--- src/rtl/fp16_align_add.sv ---
// FP16 add front end: unpack/swap, align/add, left-normalize into fp16_normalize.
// Latency 3 cycles, one op/cycle; stages stall via valid/ready, in_ready is combinational from out_ready.
module fp16_align_add #(
  parameter int EXP_W   = 5,
  parameter int FRAC_W  = 10,
  parameter int GUARD_W = 3
) (
  input  logic                          clk,
  input  logic                          rst_n,
  input  logic                          in_valid,
  output logic                          in_ready,
  input  logic [EXP_W+FRAC_W:0]         a,
  input  logic [EXP_W+FRAC_W:0]         b,
  output logic                          out_valid,
  input  logic                          out_ready,
  output logic [FRAC_W+GUARD_W+1:0]     out_mant_sum,
  output logic [EXP_W-1:0]              out_exp_half,
  output logic                          out_sign_half
);

  localparam int MANT_W = 1 + FRAC_W + GUARD_W;
  localparam int OP_W   = 1 + EXP_W + FRAC_W;
  localparam int LZ_W   = $clog2(MANT_W + 1);
  localparam logic [EXP_W-1:0] EXP_MAX   = '1;
  localparam logic [EXP_W-1:0] SHIFT_LIM = EXP_W'(MANT_W);

  typedef struct packed {
    logic              special;
    logic              sign;
    logic [EXP_W-1:0]  exp;
    logic              sub;
    logic [EXP_W-1:0]  shift;
    logic [MANT_W-1:0] mant_l;
    logic [MANT_W-1:0] mant_s;
  } s1_t;

  typedef struct packed {
    logic              sign;
    logic [EXP_W-1:0]  exp;
    logic [MANT_W:0]   sum;
  } s2_t;

  function automatic logic [LZ_W-1:0] lzc(input logic [MANT_W-1:0] v);
    lzc = LZ_W'(MANT_W);
    for (int i = 0; i < MANT_W; i++) begin
      if (v[i]) lzc = LZ_W'(MANT_W - 1 - i);
    end
  endfunction

  logic v1, v2;
  logic adv2, adv3;
  s1_t  s1_d, s1_q;
  s2_t  s2_d, s2_q;

  assign adv3     = !out_valid || out_ready;
  assign adv2     = !v2 || adv3;
  assign in_ready = !v1 || adv2;

  // ---------------- S1: unpack and order by magnitude ----------------
  logic [EXP_W-1:0]  exp_a, exp_b;
  logic [FRAC_W-1:0] frac_a, frac_b;
  logic [MANT_W-1:0] mant_a, mant_b;
  logic              a_ge_b;

  assign exp_a  = a[OP_W-2 -: EXP_W];
  assign exp_b  = b[OP_W-2 -: EXP_W];
  assign frac_a = a[FRAC_W-1:0];
  assign frac_b = b[FRAC_W-1:0];
  // Subnormals are flushed to zero here, so a zero exponent means a zero mantissa.
  assign mant_a = (exp_a == '0) ? '0 : {1'b1, frac_a, {GUARD_W{1'b0}}};
  assign mant_b = (exp_b == '0) ? '0 : {1'b1, frac_b, {GUARD_W{1'b0}}};
  assign a_ge_b = a[OP_W-2:0] >= b[OP_W-2:0];

  always_comb begin
    s1_d     = '0;
    s1_d.sub = a[OP_W-1] ^ b[OP_W-1];
    if (exp_a == EXP_MAX) begin
      s1_d.special = 1'b1;
      s1_d.sign    = a[OP_W-1];
      s1_d.exp     = EXP_MAX;
      s1_d.mant_l  = {1'b1, frac_a, {GUARD_W{1'b0}}};
    end else if (exp_b == EXP_MAX) begin
      s1_d.special = 1'b1;
      s1_d.sign    = b[OP_W-1];
      s1_d.exp     = EXP_MAX;
      s1_d.mant_l  = {1'b1, frac_b, {GUARD_W{1'b0}}};
    end else if (a_ge_b) begin
      s1_d.sign   = a[OP_W-1];
      s1_d.exp    = exp_a;
      s1_d.shift  = exp_a - exp_b;
      s1_d.mant_l = mant_a;
      s1_d.mant_s = mant_b;
    end else begin
      s1_d.sign   = b[OP_W-1];
      s1_d.exp    = exp_b;
      s1_d.shift  = exp_b - exp_a;
      s1_d.mant_l = mant_b;
      s1_d.mant_s = mant_a;
    end
  end

  // ---------------- S2: align smaller operand and add/subtract ----------------
  logic [MANT_W-1:0] mant_s_aligned;

  assign mant_s_aligned = (s1_q.shift >= SHIFT_LIM) ? '0 : (s1_q.mant_s >> s1_q.shift);

  always_comb begin
    s2_d      = '0;
    s2_d.sign = s1_q.sign;
    s2_d.exp  = s1_q.exp;
    // Specials ride through as {0,1,frac,000} so S3 passes them unchanged (lz=0).
    if (s1_q.special) begin
      s2_d.sum = {1'b0, s1_q.mant_l};
    end else if (s1_q.sub) begin
      s2_d.sum = {1'b0, s1_q.mant_l} - {1'b0, mant_s_aligned};
    end else begin
      s2_d.sum = {1'b0, s1_q.mant_l} + {1'b0, mant_s_aligned};
    end
  end

  // ---------------- S3: left normalize ----------------
  logic [LZ_W-1:0]  lz;
  logic [MANT_W:0]  s3_mant;
  logic [EXP_W-1:0] s3_exp;
  logic             s3_sign;

  assign lz = lzc(s2_q.sum[MANT_W-1:0]);

  always_comb begin
    s3_mant = s2_q.sum;
    s3_exp  = s2_q.exp;
    s3_sign = s2_q.sign;
    // A carry out (top bit) is left for the downstream right shift.
    if (!s2_q.sum[MANT_W]) begin
      if (s2_q.sum == '0) begin
        s3_mant = '0;
        s3_exp  = '0;
        s3_sign = 1'b0;
      end else if (int'(lz) >= int'(s2_q.exp)) begin
        s3_mant = '0;
        s3_exp  = '0;
      end else begin
        s3_mant = s2_q.sum << lz;
        s3_exp  = s2_q.exp - EXP_W'(lz);
      end
    end
  end

  // ---------------- Pipeline registers ----------------
  always_ff @(posedge clk or negedge rst_n) begin
    if (!rst_n) begin
      v1            <= 1'b0;
      v2            <= 1'b0;
      out_valid     <= 1'b0;
      s1_q          <= '0;
      s2_q          <= '0;
      out_mant_sum  <= '0;
      out_exp_half  <= '0;
      out_sign_half <= 1'b0;
    end else begin
      if (in_ready) begin
        v1 <= in_valid;
        if (in_valid) s1_q <= s1_d;
      end
      if (adv2) begin
        v2 <= v1;
        if (v1) s2_q <= s2_d;
      end
      if (adv3) begin
        out_valid <= v2;
        if (v2) begin
          out_mant_sum  <= s3_mant;
          out_exp_half  <= s3_exp;
          out_sign_half <= s3_sign;
        end
      end
    end
  end

endmodule
--- config.mk ---
export PLATFORM = sky130hd
export DESIGN_NAME = fp16_align_add
export DESIGN_NICKNAME = d
export VERILOG_FILES = /design/src/rtl/fp16_align_add.sv
export SDC_FILE = /design/constraint.sdc
export NUM_CORES = 1
export LEC_CHECK = 0
export ABC_AREA = 1
export BUFFER_PORTS_ARGS = -buffer_cell sky130_fd_sc_hd__buf_2
export CORE_AREA = 2 2 120 122
export CTS_CLUSTER_DIAMETER = 120
export DETAILED_ROUTE_END_ITERATION = 8
export DIE_AREA = 0 0 122 124
export GPL_TIMING_DRIVEN = 1
export MAX_ROUTING_LAYER = met4
export PLACE_DENSITY = 0.64
export SYNTH_ARGS = -nofsm -noshare
export SYNTH_HDL_FRONTEND = slang
export SYNTH_SLANG_ARGS = --single-unit
--- constraint.sdc ---
create_clock -name clk -period 4.65 [get_ports clk]
set_input_delay 0.93 -clock clk [delete_from_list [all_inputs] [get_ports clk]]
set_output_delay 0.93 -clock clk [all_outputs]
set_load 0.05 [all_outputs]
==> impl_metrics.py <==
metrics = {
    "global_routing": {
        "grt_max_degree": 81,
        "grt_antenna_before_repair": 0,
        "use_met2_pct": 45.5,
        "grt_pass1_vias": 6575,
        "met1_usage_pct": 36.1,
        "grtUsageMet3_pct": 3.71,
        "grt_first_pass_wirelength_um": 32700,
        "grt_overflow": 0,
        "track_usage_pct": 28.1,
        "grt_busiest_layer": "met2",
    },
    "pwr": {
        "totalPowerFinal_mw": 5.49,
        "sequentialPowerShare_pct": 21.9,
        "clockPowerShare_pct": 14.4,
        "cellLeakagePower_nw": 3.94,
        "switching_share_pct": 52.9,
        "p_per_area_nw_per_um2": 723,
        "ir_worst_vdd_mv": 0.252,
        "p_sw_mw": 2.90,
        "combPwrFrac_pct": 63.6,
        "internal-power_mw": 2.59,
    },
    "yosys": {
        "synth_area_leader_cell": "dfrtp_1",
        "avgSynthCellArea_um2": 6.46,
        "synth_top_area_share_pct": 29.3,
        "syn_area_um2": 6830,
        "yosysSeqAreaShare_pct": 29.3,
        "synth_seq_cells": 80,
        "synthTopCellsByArea": "dfrtp_1, nand2_1, inv_1",
        "yosysUniqueCellTypes": 49,
        "yosys_warnings": 0,
        "syn_nets": 1134,
        "synthCells": 1058,
    },
    "worst_setup_path": {
        "cp.arrival_ps": 4060,
        "crit_fanout": 24,
        "cp-start-kind": "flip-flop",
        "r2r_start": "s1_q[28]",
        "worstSetupEndpointType": "flip-flop",
        "crit_start": "s1_q[28]",
        "critPathKind": "reg -> reg",
        "cp.required_ps": 4880,
    },
    "place": {
        "place_inst": 1268,
        "io_buffers": 58,
        "globalplace.congestion": 0.934,
        "dp_hpwl_um": 14700,
        "post-place-ws_ps": 870,
    },
    "floorplan": {
        "fp.dieH_um": 124,
        "die_area_um2": 15100,
        "initial_core_util_pct": 49.8,
        "die_w_um": 122,
        "rows": 43,
        "io_pins": 59,
        "core-area_um2": 13700,
    },
    "sta": {
        "rsz0062_at_grt": "false",
        "hold-worst-slack_ps": 474,
        "worst_slack_ps": 820,
        "fin_crit_sh_pct": 82.4,
        "setup_tns_ps": 0,
        "tightest_slew_ps": 1000,
        "worst_slew_margin_rel_pct": 33.1,
        "finalHoldViolations": 0,
        "slew_viol_final": 0,
        "skew_ps": 10.0,
        "setup_violations": 0,
        "period_needed_ps": 3830,
        "fmax_mhz": 261,
    },
    "routing": {
        "vias": 6965,
        "drc": 0,
        "via_per_inst": 5.42,
        "wl_um": 19400,
        "ant_nets": 0,
        "wl_per_cell_um": 15.1,
        "drt_iter0_markers": 571,
        "dr.pass1.iters": 5,
    },
    "finish": {
        "layout_common_cells": "nand2_1, inv_1, a21oi_1, nor2_1, nand3_1",
        "multi_input_area_um2": 4140,
        "final_common_cell": "nand2_1",
        "syn2layout_area_growth_pct": 11.0,
        "drive_above_1_share_pct": 9.51,
        "ff_latch_area_um2": 2000,
        "n_antenna_cell": 0,
        "fillers": 1456,
        "final_nets": 1175,
        "instances_no_fill": 1284,
    },
    "clocking": {
        "clock-sinks": 80,
        "cts_tree": "yes",
        "cts_made_buffers": 9,
        "post-cts-setup-buffers": 0,
        "cts-hold-fix-buffers": 0,
        "clk_pin_slew_ps": 60,
        "root_buffer": "clkbuf_16",
        "cts_max_path_buffers": 2,
        "htreeDepth": 3,
        "cts.repair.resized": 0,
        "insertion_delay_ps": 340,
    },
    "worst_hold_path": {
        "hp-class": "reg -> reg",
        "min_from": "s1_q[38]",
    },
    "status": {
        "status": "complete, no violations",
    },
    "flow_run": {
        "cap_violations": 0,
    },
}
## power groups by stage
| stage | clock network, mW | logic, mW | registers [mW] |
|---|---|---|---|
| 2_1_floorplan | 0 | 2.44 | 1.42 |
| 3_3_place_gp | 0 | 3.45 | 1.21 |
| 3_5_place_dp | 0 | 3.44 | 1.21 |
| 4_1_cts | 0.800 | 3.46 | 1.20 |
| 5_1_grt | 0.833 | 3.96 | 1.24 |
| 6_report | 0.793 | 3.49 | 1.20 |
## sequential cells by signal, summed over array words and instances, names as in the netlist
signal         count
s2_q              21
out_sign_half      1
v1                 1
out_exp_half       5
out_mant_sum      15
v2                 1
out_valid          1
s1_q              35
## cell usage after synthesis, drive strengths merged
cell	count
o211ai	8
fa	3
nand3b	4
nor4	5
xnor2	5
a21o	2
a22oi	3
nor2	92
ha	37
buf	10
o22a	2
o21bai	2
a31oi	6
dfrtp	80
nor3	8
a32o	1
inv	137
nand3	87
o31ai	3
xor2	12
mux2i	1
a211o	1
o21a	2
clkinv	3
a2111oi	1
o32ai	1
clkbuf	28
nand2	286
nand4	11
o22ai	13
a21oi	93
a221oi	1
a211oi	3
o21ai	103
or2	4
## worst max-delay path: stages, from the launching register on
cell and delay (ps):
dfrtp_1 710, o21a_1 250, nand2_1 60, o21ai_1 120, nand2_1 110, nand3b_1 120, nand2_1 60, inv_1 70
ha_1 160, nand2_1 70, nor2_1 80, nand2_1 80, nor2_1 180, nor2_1 80, xnor2_1 140, inv_1 50
ha_1 350, a21oi_1 190, o21ai_0 160, a221oi_1 340, nand2_1 90, nand2_1 60, nand3_1 60, nand2_1 80
nand2_1 40
## final cells by class
class	instances	share of cell area [%]
tap	180	2.97
multi-input combinational	800	54.5
clock inverter	4	0.973
sequential	80	26.4
timing repair buffer	68	4.85
clock buffer	12	3.38
inverter	140	6.93
## stage by stage
step                      utilization [%]  instance area (um^2)
final                                55.3                  7590
after global routing                 55.3                  7590
after CTS                            55.3                  7590
after detailed placement             52.9                  7260
after global placement               52.9                  7260
after floorplan                         -                  6830
## path summary, 6_finish.rpt
kind                              endpoint  slack (ps)  depth (start not counted)
max                               s2_q[13]         820                         24
max in group asynchronous         s2_q[13]        3250                          1
max reg2reg                       s2_q[13]         820                         24
min                               s2_q[19]         470                          2
min reg2reg                       s2_q[19]         470                          2
min in group asynchronous  out_exp_half[2]         750                          1
## layer usage
metal,vias to the layer above,routed length [um]
li1,3569,-
met2,173,9020
met1,3191,9060
met3,32,804
met5,-,0
met4,0,517
## kinds of logic after synthesis
logic type      after synthesis  synth area share [%]
mux                           1                 0.146
xor+xnor                     17                  2.18
compound gates              245                  19.8
fa+ha+maj                    40                  7.65
simple gates                497                  30.7
flops                        80                  29.3
buf+inv                     178                  10.2
Power figures use the tool's default switching activity.
